`src/rtl/i2c_simple_target_pkg.sv`:
```
// rtl/i2c_simple_target_pkg.sv - shared types and constants for the two-wire byte target
//
// Contents:
//   MAX_BYTES_DEFAULT  default receive buffer depth
//   I2C_ACK            level the target drives on SDA to acknowledge a byte
//   i2c_tgt_state_t    receive FSM states
package i2c_pkg;

  localparam int MAX_BYTES_DEFAULT = 8;

  // Open-drain: the target only ever drives low, the pull-up provides high.
  localparam logic I2C_ACK = 1'b0;

  typedef enum logic [2:0] {
    IDLE     = 3'd0,
    RX_BITS  = 3'd1,
    ACK_WAIT = 3'd2,
    ACK      = 3'd3,
    COMMIT   = 3'd4
  } i2c_tgt_state_t;

endpackage

```
`src/rtl/i2c_simple_target_if.sv`:
```
// rtl/i2c_simple_target_if.sv - two-wire line bundle between bus master and target
//
// Signals:
//   scl_in      SCL line as seen by the target (asynchronous)
//   sda_in      resolved wired-AND SDA line (asynchronous)
//   sda_out     level driven when sda_out_en is set (always low)
//   sda_out_en  1 = target pulls SDA low
// Modports:
//   master  drives the lines, observes the target's open-drain drive
//   slave   the target side
interface i2c_simple_target_if;

  logic scl_in;
  logic sda_in;
  logic sda_out;
  logic sda_out_en;

  modport master (
    output scl_in,
    output sda_in,
    input  sda_out,
    input  sda_out_en
  );

  modport slave (
    input  scl_in,
    input  sda_in,
    output sda_out,
    output sda_out_en
  );

endinterface

```
`src/rtl/i2c_simple_target_line_sync.sv`:
```
// rtl/i2c_simple_target_line_sync.sv - synchronizer plus edge detector for one bus line
//
// Ports:
//   clk    system clock
//   rst    synchronous active-high reset
//   din    asynchronous line input
//   level  synchronized line level
//   rise   level went 0 -> 1 since the previous sample
//   fall   level went 1 -> 0 since the previous sample
module i2c_line_sync #(
  parameter int SYNC_STAGES = 2
) (
  input  logic clk,
  input  logic rst,
  input  logic din,
  output logic level,
  output logic rise,
  output logic fall
);

  logic [SYNC_STAGES-1:0] sync_q;
  logic                   prev_q;

  // Lines idle high on a two-wire bus; resetting to 1 keeps the edge
  // detectors from reporting a spurious falling edge out of reset.
  always_ff @(posedge clk) begin
    if (rst) begin
      sync_q <= '1;
      prev_q <= 1'b1;
    end else begin
      sync_q <= {sync_q[SYNC_STAGES-2:0], din};
      prev_q <= sync_q[SYNC_STAGES-1];
    end
  end

  assign level = sync_q[SYNC_STAGES-1];
  assign rise  = level & ~prev_q;
  assign fall  = ~level & prev_q;

endmodule

```
`src/rtl/i2c_simple_target.sv`:
```
// rtl/i2c_simple_target.sv - two-wire byte receiver with ACK and atomic frame commit
//
// Ports:
//   clk          system clock
//   rst          synchronous active-high reset
//   bus          line bundle (slave modport): scl_in, sda_in, sda_out, sda_out_en
//   data_array   bytes of the last committed frame (unwritten entries 0)
//   rx_count     number of complete bytes in the last committed frame
//   frame_valid  one-cycle pulse when a frame is committed
//   busy         frame in progress (START seen, commit not yet done)
//   overflow     last committed frame carried more than MAX_BYTES bytes
//   bit_error    last committed frame ended with STOP in the middle of a byte
module i2c_simple_target
  import i2c_pkg::*;
#(
  parameter int MAX_BYTES   = MAX_BYTES_DEFAULT,
  parameter int SYNC_STAGES = 2
) (
  input  logic                           clk,
  input  logic                           rst,
  i2c_simple_target_if.slave             bus,
  output logic [7:0]                     data_array [0:MAX_BYTES-1],
  output logic [$clog2(MAX_BYTES+1)-1:0] rx_count,
  output logic                           frame_valid,
  output logic                           busy,
  output logic                           overflow,
  output logic                           bit_error
);

  localparam int CNT_W = $clog2(MAX_BYTES+1);

  logic scl_lvl, scl_rise, scl_fall;
  logic sda_lvl, sda_rise, sda_fall;
  logic start_det, stop_det;

  i2c_tgt_state_t state_q, state_d;

  logic [7:0]       shift_q;
  logic [3:0]       bit_cnt_q;
  logic [CNT_W-1:0] idx_q;
  logic [7:0]       shadow_q [0:MAX_BYTES-1];
  logic             ack_drive_q;
  logic             ovf_acc_q;
  logic             berr_acc_q;

  i2c_line_sync #(.SYNC_STAGES(SYNC_STAGES)) u_scl_sync (
    .clk   (clk),
    .rst   (rst),
    .din   (bus.scl_in),
    .level (scl_lvl),
    .rise  (scl_rise),
    .fall  (scl_fall)
  );

  i2c_line_sync #(.SYNC_STAGES(SYNC_STAGES)) u_sda_sync (
    .clk   (clk),
    .rst   (rst),
    .din   (bus.sda_in),
    .level (sda_lvl),
    .rise  (sda_rise),
    .fall  (sda_fall)
  );

  // SCL must have been high in both the current and the previous sample;
  // an SDA edge coinciding with an SCL edge is ordinary data movement.
  assign start_det = scl_lvl & ~scl_rise & sda_fall;
  assign stop_det  = scl_lvl & ~scl_rise & sda_rise;

  assign bus.sda_out = I2C_ACK;
  assign busy        = (state_q != IDLE) || start_det;

  always_ff @(posedge clk) begin
    if (rst) begin
      state_q <= IDLE;
    end else begin
      state_q <= state_d;
    end
  end

  always_comb begin
    state_d = state_q;
    case (state_q)
      IDLE: begin
        if (start_det) state_d = RX_BITS;
      end
      RX_BITS: begin
        if (start_det)                         state_d = RX_BITS;
        else if (stop_det)                     state_d = COMMIT;
        else if (scl_rise && bit_cnt_q == 4'd7) state_d = ACK_WAIT;
      end
      ACK_WAIT: begin
        if (start_det)     state_d = RX_BITS;
        else if (stop_det) state_d = COMMIT;
        else if (scl_fall) state_d = ACK;
      end
      ACK: begin
        if (start_det)     state_d = RX_BITS;
        else if (stop_det) state_d = COMMIT;
        else if (scl_fall) state_d = RX_BITS;
      end
      COMMIT: begin
        state_d = IDLE;
      end
      default: begin
        state_d = IDLE;
      end
    endcase
  end

  always_ff @(posedge clk) begin
    if (rst) begin
      shift_q        <= '0;
      bit_cnt_q      <= '0;
      idx_q          <= '0;
      ack_drive_q    <= 1'b0;
      ovf_acc_q      <= 1'b0;
      berr_acc_q     <= 1'b0;
      bus.sda_out_en <= 1'b0;
      rx_count       <= '0;
      frame_valid    <= 1'b0;
      overflow       <= 1'b0;
      bit_error      <= 1'b0;
      for (int i = 0; i < MAX_BYTES; i++) begin
        shadow_q[i]   <= '0;
        data_array[i] <= '0;
      end
    end else begin
      frame_valid <= 1'b0;
      // Driven from the registered state so the pull-down follows the
      // state change by one cycle in both directions.
      bus.sda_out_en <= (state_q == ACK) && ack_drive_q;

      if (start_det && state_q != COMMIT) begin
        // Fresh frame or repeated START: drop everything gathered so far,
        // the committed outputs stay as they are.
        bit_cnt_q   <= '0;
        idx_q       <= '0;
        ack_drive_q <= 1'b0;
        ovf_acc_q   <= 1'b0;
        berr_acc_q  <= 1'b0;
        for (int i = 0; i < MAX_BYTES; i++) begin
          shadow_q[i] <= '0;
        end
      end else begin
        case (state_q)
          RX_BITS: begin
            if (stop_det) begin
              // A STOP is always preceded by an SCL rise that shifted a
              // dummy bit, so one counted bit is a clean byte boundary.
              if (bit_cnt_q > 4'd1) berr_acc_q <= 1'b1;
            end else if (scl_rise) begin
              shift_q   <= {sda_lvl, shift_q[7:1]};
              bit_cnt_q <= bit_cnt_q + 4'd1;
            end
          end
          ACK_WAIT: begin
            if (stop_det) begin
              berr_acc_q <= 1'b1;
            end else if (scl_fall) begin
              if (idx_q < CNT_W'(MAX_BYTES)) begin
                for (int i = 0; i < MAX_BYTES; i++) begin
                  if (idx_q == CNT_W'(i)) shadow_q[i] <= shift_q;
                end
                idx_q       <= idx_q + CNT_W'(1);
                ack_drive_q <= 1'b1;
              end else begin
                ovf_acc_q   <= 1'b1;
                ack_drive_q <= 1'b0;
              end
            end
          end
          ACK: begin
            if (!stop_det && scl_fall) begin
              bit_cnt_q   <= '0;
              ack_drive_q <= 1'b0;
            end
          end
          COMMIT: begin
            for (int i = 0; i < MAX_BYTES; i++) begin
              data_array[i] <= shadow_q[i];
            end
            rx_count    <= idx_q;
            overflow    <= ovf_acc_q;
            bit_error   <= berr_acc_q;
            frame_valid <= 1'b1;
          end
          default: begin
          end
        endcase
      end
    end
  end

endmodule

```
`src/flat_wrapper.sv`:
```
// flat-port wrapper written by rule: the top's interface ports become plain ports
module i2c_simple_target_flat import i2c_pkg::*;
#(
  parameter int MAX_BYTES   = MAX_BYTES_DEFAULT,
  parameter int SYNC_STAGES = 2
)
  (clk, rst, data_array, rx_count, frame_valid, busy, overflow, bit_error, bus_scl_in, bus_sda_in, bus_sda_out, bus_sda_out_en);
  i2c_simple_target_if bus_i ();
  input  logic clk;
  input  logic rst;
  output logic [7:0] data_array[0:MAX_BYTES-1];
  output logic [$clog2(MAX_BYTES+1)-1:0] rx_count;
  output logic frame_valid;
  output logic busy;
  output logic overflow;
  output logic bit_error;
  input wire logic [$bits(bus_i.scl_in)-1:0] bus_scl_in;
  input wire logic [$bits(bus_i.sda_in)-1:0] bus_sda_in;
  output wire logic [$bits(bus_i.sda_out)-1:0] bus_sda_out;
  output wire logic [$bits(bus_i.sda_out_en)-1:0] bus_sda_out_en;
  assign bus_i.scl_in = bus_scl_in;
  assign bus_i.sda_in = bus_sda_in;
  assign bus_sda_out = bus_i.sda_out;
  assign bus_sda_out_en = bus_i.sda_out_en;
  i2c_simple_target #(.MAX_BYTES(MAX_BYTES), .SYNC_STAGES(SYNC_STAGES)) u_core (.clk(clk), .rst(rst), .bus(bus_i), .data_array(data_array), .rx_count(rx_count), .frame_valid(frame_valid), .busy(busy), .overflow(overflow), .bit_error(bit_error));
endmodule
```
`config.mk`:
```
export PLATFORM = sky130hd
export DESIGN_NAME = i2c_simple_target_flat
export DESIGN_NICKNAME = d
export VERILOG_FILES = /design/src/rtl/i2c_simple_target_pkg.sv /design/src/rtl/i2c_simple_target_if.sv /design/src/rtl/i2c_simple_target_line_sync.sv /design/src/rtl/i2c_simple_target.sv /design/src/flat_wrapper.sv
export SDC_FILE = /design/constraint.sdc
export NUM_CORES = 1
export LEC_CHECK = 0
export BUFFER_PORTS_ARGS = -buffer_cell sky130_fd_sc_hd__buf_2
export CAP_MARGIN = 20
export CORE_MARGIN = 1
export CORE_UTILIZATION = 60
export DETAILED_ROUTE_END_ITERATION = 16
export PLACE_DENSITY = 0.83
export SLEW_MARGIN = 40
export SYNTH_ARGS = -nofsm -noshare
export SYNTH_HDL_FRONTEND = slang
export SYNTH_SLANG_ARGS = --single-unit
```
`constraint.sdc`:
```
create_clock -name clk -period 3.4 [get_ports clk]
set_clock_uncertainty 0.2 [all_clocks]
set_input_delay 1.02 -clock clk [delete_from_list [all_inputs] [get_ports clk]]
set_output_delay 1.02 -clock clk [all_outputs]
set_load 0.05 [all_outputs]
```
; ---- Word-level counts from Yosys, hierarchy flattened
; Memory sizes are Yosys's and may differ from the RTL's. A register that Yosys moved wholly into a read port is not among the register bits.
; Cells that the tools add are included.
[word_totals]
wordCells = 208
ram_bits = 64
out_inout_bits = 74
n_memories = 1
regBits = 36
[memory_table]
columns = name, depth, width, read_ports, rd_ports_with_merged_regs, write_ports, line_no
row1 = u_core.shadow_q, 8, 8, 8, 8, 8, i2c_simple_target.sv:41  ; logic [7:0] shadow_q [0:MAX_BYTES-1];
[classes]
order_cmp = 2
n_eq_ne = 25
n_reduce_logical = 21
n_mux = 110
n_bitwise = 31
n_addsub = 2
[ops]
columns = op, n
row1 = 2-to-1 mux 8 bit, 16
row2 = 2-to-1 mux 1 bit, 77
row3 = 2-to-1 mux 3 bit, 10
row4 = AND reduction 4 bit, 7
row5 = == test 4 x 3 -> 1 bit (second input constant), 5
row6 = OR 1 bit, 16
row7 = 2-to-1 mux 4 bit, 3
row8 = inequality test 2 x 1 -> 1 bit (second input constant), 6
row9 = inequality test 4 x 1 -> 1 bit (second input constant), 3
row10 = one-hot mux 3 bit (4 select lines), 1
row11 = adder 4 x 1 -> 4 bit (second input constant), 2
row12 = == test 4 x 2 -> 1 bit (second input constant), 2
row13 = inverter 1 bit, 8
row14 = one-hot mux 4 bit (2 select lines), 1
row15 = bitwise AND 1 bit, 7
row16 = == test 3 x 2 -> 1 bit (second input constant), 2
row17 = inequality test 2 bit (second input constant), 3
row18 = nonzero test 2 bit, 3
row19 = == test 4 x 1 -> 1 bit (second input constant), 1
row20 = > comparator 4 x 1 -> 1 bit (second input constant), 1
row21 = logical AND 1 bit, 4
row22 = zero test 4 bit, 1
row23 = < comparator 4 bit (second input constant), 1
row24 = one-hot mux 1 bit (2 select lines), 2
row25 = 9 further kinds, 9

; ---- Depth between registers and ports, before layout
[depth]
word_depth = 11
mapped_depth = 7

; ---- Hierarchy
; Synthesis repeated with hierarchy kept, for this count alone.
[unflattened]
cells_unflattened = 623
area_unflattened_um2 = 6307.3
[modules_own_cells]
columns = module, area_each_um2, n_inst, cells_each
row1 = i2c_simple_target, 6122.1, 1, 607
row2 = i2c_line_sync, 92.6, 2, 8

; ---- Worst setup path before layout
; Ideal clock, no wire load.
[synth_timing]
path_kind = reg2out
startpoint = register u_core.state_q[2]
endpoint = output port busy
t_required_ns = 2.180
path_buffers = 1
path_slack_ns = 0.934
arrival_time_ns = 1.246
stages_incl_launch_ff = 3
cell_sequence = dfxtp_1 > buf_2 > or4_1
[synth_between]
elab_chain_len = 2
[synth_rtl]
columns = element, line_no
row1 = start: declaration, i2c_simple_target.sv:36  ; i2c_tgt_state_t state_q, state_d;
row2 = start signal: assignment, i2c_simple_target.sv:76  ; state_q <= state_d;
row3 = nonzero test 3 bit, i2c_simple_target.sv:70  ; assign busy = (state_q != IDLE) || start_det;
row4 = logical OR 1 bit, i2c_simple_target.sv:70
row5 = end: declaration, flat_wrapper.sv:14  ; output logic busy;
; No other way between the ends.

; ---- Worst setup path after layout
[layout_timing]
startpoint = register u_core.u_scl_sync.sync_q[1]
endpoint = output port busy
[layout_between]
elab_chain_len = 5
[layout_rtl]
columns = element, line_no
row1 = start: declaration, i2c_simple_target_line_sync.sv:21  ; logic [SYNC_STAGES-1:0] sync_q;
row2 = start signal: assignment, i2c_simple_target_line_sync.sv:31  ; sync_q <= {sync_q[SYNC_STAGES-2:0], din};
row3 = bitwise AND 1 bit, i2c_simple_target_line_sync.sv:37  ; assign rise = level & ~prev_q;
row4 = inverter 1 bit, i2c_simple_target.sv:66  ; assign start_det = scl_lvl & ~scl_rise & sda_fall;
row5 = bitwise AND 1 bit (*) (2 in a row), i2c_simple_target.sv:66
row6 = logical OR 1 bit (*), i2c_simple_target.sv:70
; Every way passes the cells marked *; elsewhere a longest branch is shown, timed or not.

==> out/results.tsv <==
metric	value	unit
slew_headroom	54.0	%
avgSynthCellArea	10.1	µm²
core_area	0.00995	mm²
antennaDiodeCount	0	
postCtsSetupBuffers	0	
dp_hpwl	8450	µm
die_area	0.0109	mm²
wl	13600	µm
timing.rr.end	u_core.shadow_q[1][10]$_SDFFCE_PN0P_	
cts_buffer_depth	2	
clockRootBuffer	clkbuf_8	
dieHeight	104	µm
rrSetupSlack	1040	ps
synth_edf_count	56	
tns	0	ps
critical_path.max_fanout	7	
holdPathStages	1	
reg2reg_from	u_core.u_scl_sync.sync_q[1]$_SDFF_PP1_	
timing.final.crit_share	93.4	%
max_slew.worst_pin.slew	690	ps
period_needed	3180	ps
numPortBuffers	76	
drv_cap	0	
numClockSinks	164	
critPathKind	reg -> out	
rows	36	
wire_per_inst	16.5	µm
ys_seq_area_share	61.3	%
slew_viol_final	0	
rsz0062_at_grt	no	
cts_buffers	17	
p_leak	0.00296	µW
hold_path.class	reg -> reg	
crit_required	2180	ps
grt_use_total	26.0	%
drive_gt1_share	23.2	%
status	finished, final reports clean	
vias	4608	
overflow	0	
drc	0	
arrival	1960	ps
vdd_ir_drop_max	0.345	mV
finalSetupViolCount	0	
cts_resized	0	
synth_cells	618	
die_w	104	µm
ys_async_sr_fraction	0	%
htreeDepth	4	
worstSkewPairLatency	530	ps
drtPass1Iterations	5	
hold_viol	0	
ys_seq_elements	164	
io_pins	78	
grt_pass1_vias	4475	
yosys_warnings	0	
synth.cell_area	0.00627	mm²
grt_pass1_wl	21800	µm
ys.flop_type	dfxtp_1	
crit_path_start_kind	flip-flop	
cts_tree	yes	
power.density	534	mW/mm²
synth_fp_nets	629	
grt_max_degree	72	
postCtsHoldBufs	0	
ant_nets	0	
via_per_inst	5.60	
end_kind	output port	
ff2ff_path_depth	4	
antenna_found_initial	0	
gp_congestion	0.840	
synthToLayoutAreaGrowth	14.8	%
drt_iter0_drc	391	
max_freq	0.315	GHz
fin_util	72.3	%
final_nets	688	
initial_utilization	63.0	%
worstHoldEndpoint	u_core.u_sda_sync.sync_q[1]$_SDFF_PP1_	
synth.distinct_cells	43	
hold_path.startpoint	u_core.u_sda_sync.sync_q[0]$_SDFF_PP1_	
clkTransAtPathRegs	60	ps
-- stage by stage --
step | power (µW) | area (µm²) | setup WS, ps | hold slack, ps | instances
2_1_floorplan | 2170 | 6270 | 934 | 189 | 618
3_3_place_gp | 2180 | 6670 | 754 | 197 | 791
3_5_place_dp | 2190 | 6670 | 817 | 212 | 791
4_1_cts | 3860 | 7200 | 236 | 223 | 823
5_1_grt | 3960 | 7200 | 118 | 234 | 823
6_report | 3850 | 7200 | 224 | 217 | 823
-- state kept, by name, indices dropped and copies added, names as in the netlist, 2 cells and up --
name,cells
data_array,64
u_core.bit_cnt_q,4
u_core.idx_q,4
u_core.rx_count,4
u_core.shadow_q,64
u_core.shift_q,8
u_core.state_q,3
u_core.u_scl_sync.sync_q,2
u_core.u_sda_sync.sync_q,2
-- Yosys cell counts (all sizes together) (2+ instances only) --
master  instances  area, µm²
xor2            4       35.0
inv             9       33.8
a31o            4       35.0
mux2i           9       90.1
clkbuf         25       98.9
and4            2       17.5
buf            17       96.3
and3           35        264
and2b           2       15.0
nor2           19       73.8
a41oi           2       17.5
nand4b          2       17.5
nor2b           3       18.8
edfxtp         56       1680
and2           27        169
a21oi          83        415
xnor2           2       17.5
nor4b           4       95.1
nand2         167        627
nand3           4       20.0
o311a           2       20.0
ha              7       87.6
a21o            4       30.0
or2             5       31.3
nor3            4       20.0
nor3b           3       22.5
dfxtp         108       2160
-- layout by cell type (no fill, tap or decap), types with 2 or more instances in the layout --
| master | count |
|---|---|
| buf_2 | 76 |
| nor4b_4 | 4 |
| a21oi_1 | 83 |
| and3_1 | 2 |
| clkinv_2 | 4 |
| o311a_1 | 2 |
| or2_2 | 5 |
| and2_1 | 26 |
| buf_4 | 6 |
| nor2b_1 | 3 |
| nor3_1 | 4 |
| nor3b_1 | 3 |
| clkbuf_1 | 3 |
| inv_1 | 9 |
| a21o_1 | 4 |
| dfxtp_1 | 108 |
| xnor2_1 | 2 |
| nand4b_1 | 2 |
| and3_2 | 32 |
| nor2_1 | 18 |
| clkinv_4 | 4 |
| edfxtp_1 | 56 |
| xor2_1 | 4 |
| ha_1 | 7 |
| and4_1 | 2 |
| nand3_1 | 4 |
| nand2_1 | 166 |
| and2b_1 | 2 |
| clkbuf_16 | 17 |
| inv_4 | 2 |
| a41oi_1 | 2 |
| a31o_2 | 4 |
| mux2i_1 | 9 |
-- worst max-delay path by stage --
stage	start	end	slack (ps)	cells past startpoint
final	u_core.u_scl_sync.sync_q[1]$_SDFF_PP1_	busy	220	4
after detailed placement	rst	u_core.shadow_q[1][9]$_SDFFCE_PN0P_	820	5
after global placement	u_core.u_scl_sync.sync_q[1]$_SDFF_PP1_	busy	750	4
after global routing	u_core.u_scl_sync.sync_q[1]$_SDFF_PP1_	busy	120	4
after CTS	u_core.u_scl_sync.sync_q[1]$_SDFF_PP1_	busy	240	4
after floorplan	u_core.state_q[2]$_SDFFE_PP0P_	busy	930	2
-- area by class of cell --
| cell class | count | area [µm²] |
|---|---|---|
| clock buffer | 21 | 450 |
| clock inverter | 11 | 76.3 |
| fill | 683 | 2760 |
| inverter | 9 | 33.8 |
| multi-input combinational | 403 | 2200 |
| sequential | 164 | 3840 |
| tap | 133 | 166 |
| timing repair buffer | 82 | 425 |
-- kinds of logic (layout without fill, tap and decap cells) --
kind of cell,Yosys count,count (layout),synth area share [%]
adders and majority gates,7,7,1.40
muxes,9,9,1.44
xor gates and xnor gates,6,6,0.838
and+or+nand+nor,281,281,22.6
other,1,1,0.0598
DFF,164,164,61.3
buffers and inverters,51,123,3.65
AOI/OAI and AO/OA,99,99,8.72
-- critical path: stages (launching register included) --
cell,delay [ps]
dfxtp_1,460
nand2_1,110
nor3b_1,430
or4_1,180
buf_2,250
-- metal layers --
layer	GRT usage, %	up-vias	wire length, µm
met5	0	-	0
met4	10.7	0	297
met3	7.08	25	742
met2	44.2	162	6920
met1	31.2	2224	5600
li1	-	2197	-
-- where the power goes --
part / switching, µW / internal, µW
combinational: 57.1 / 16.0
sequential: 14.9 / 2060
clock: 756 / 943
total: 828 / 3020
(Power assumes the default switching activity.)
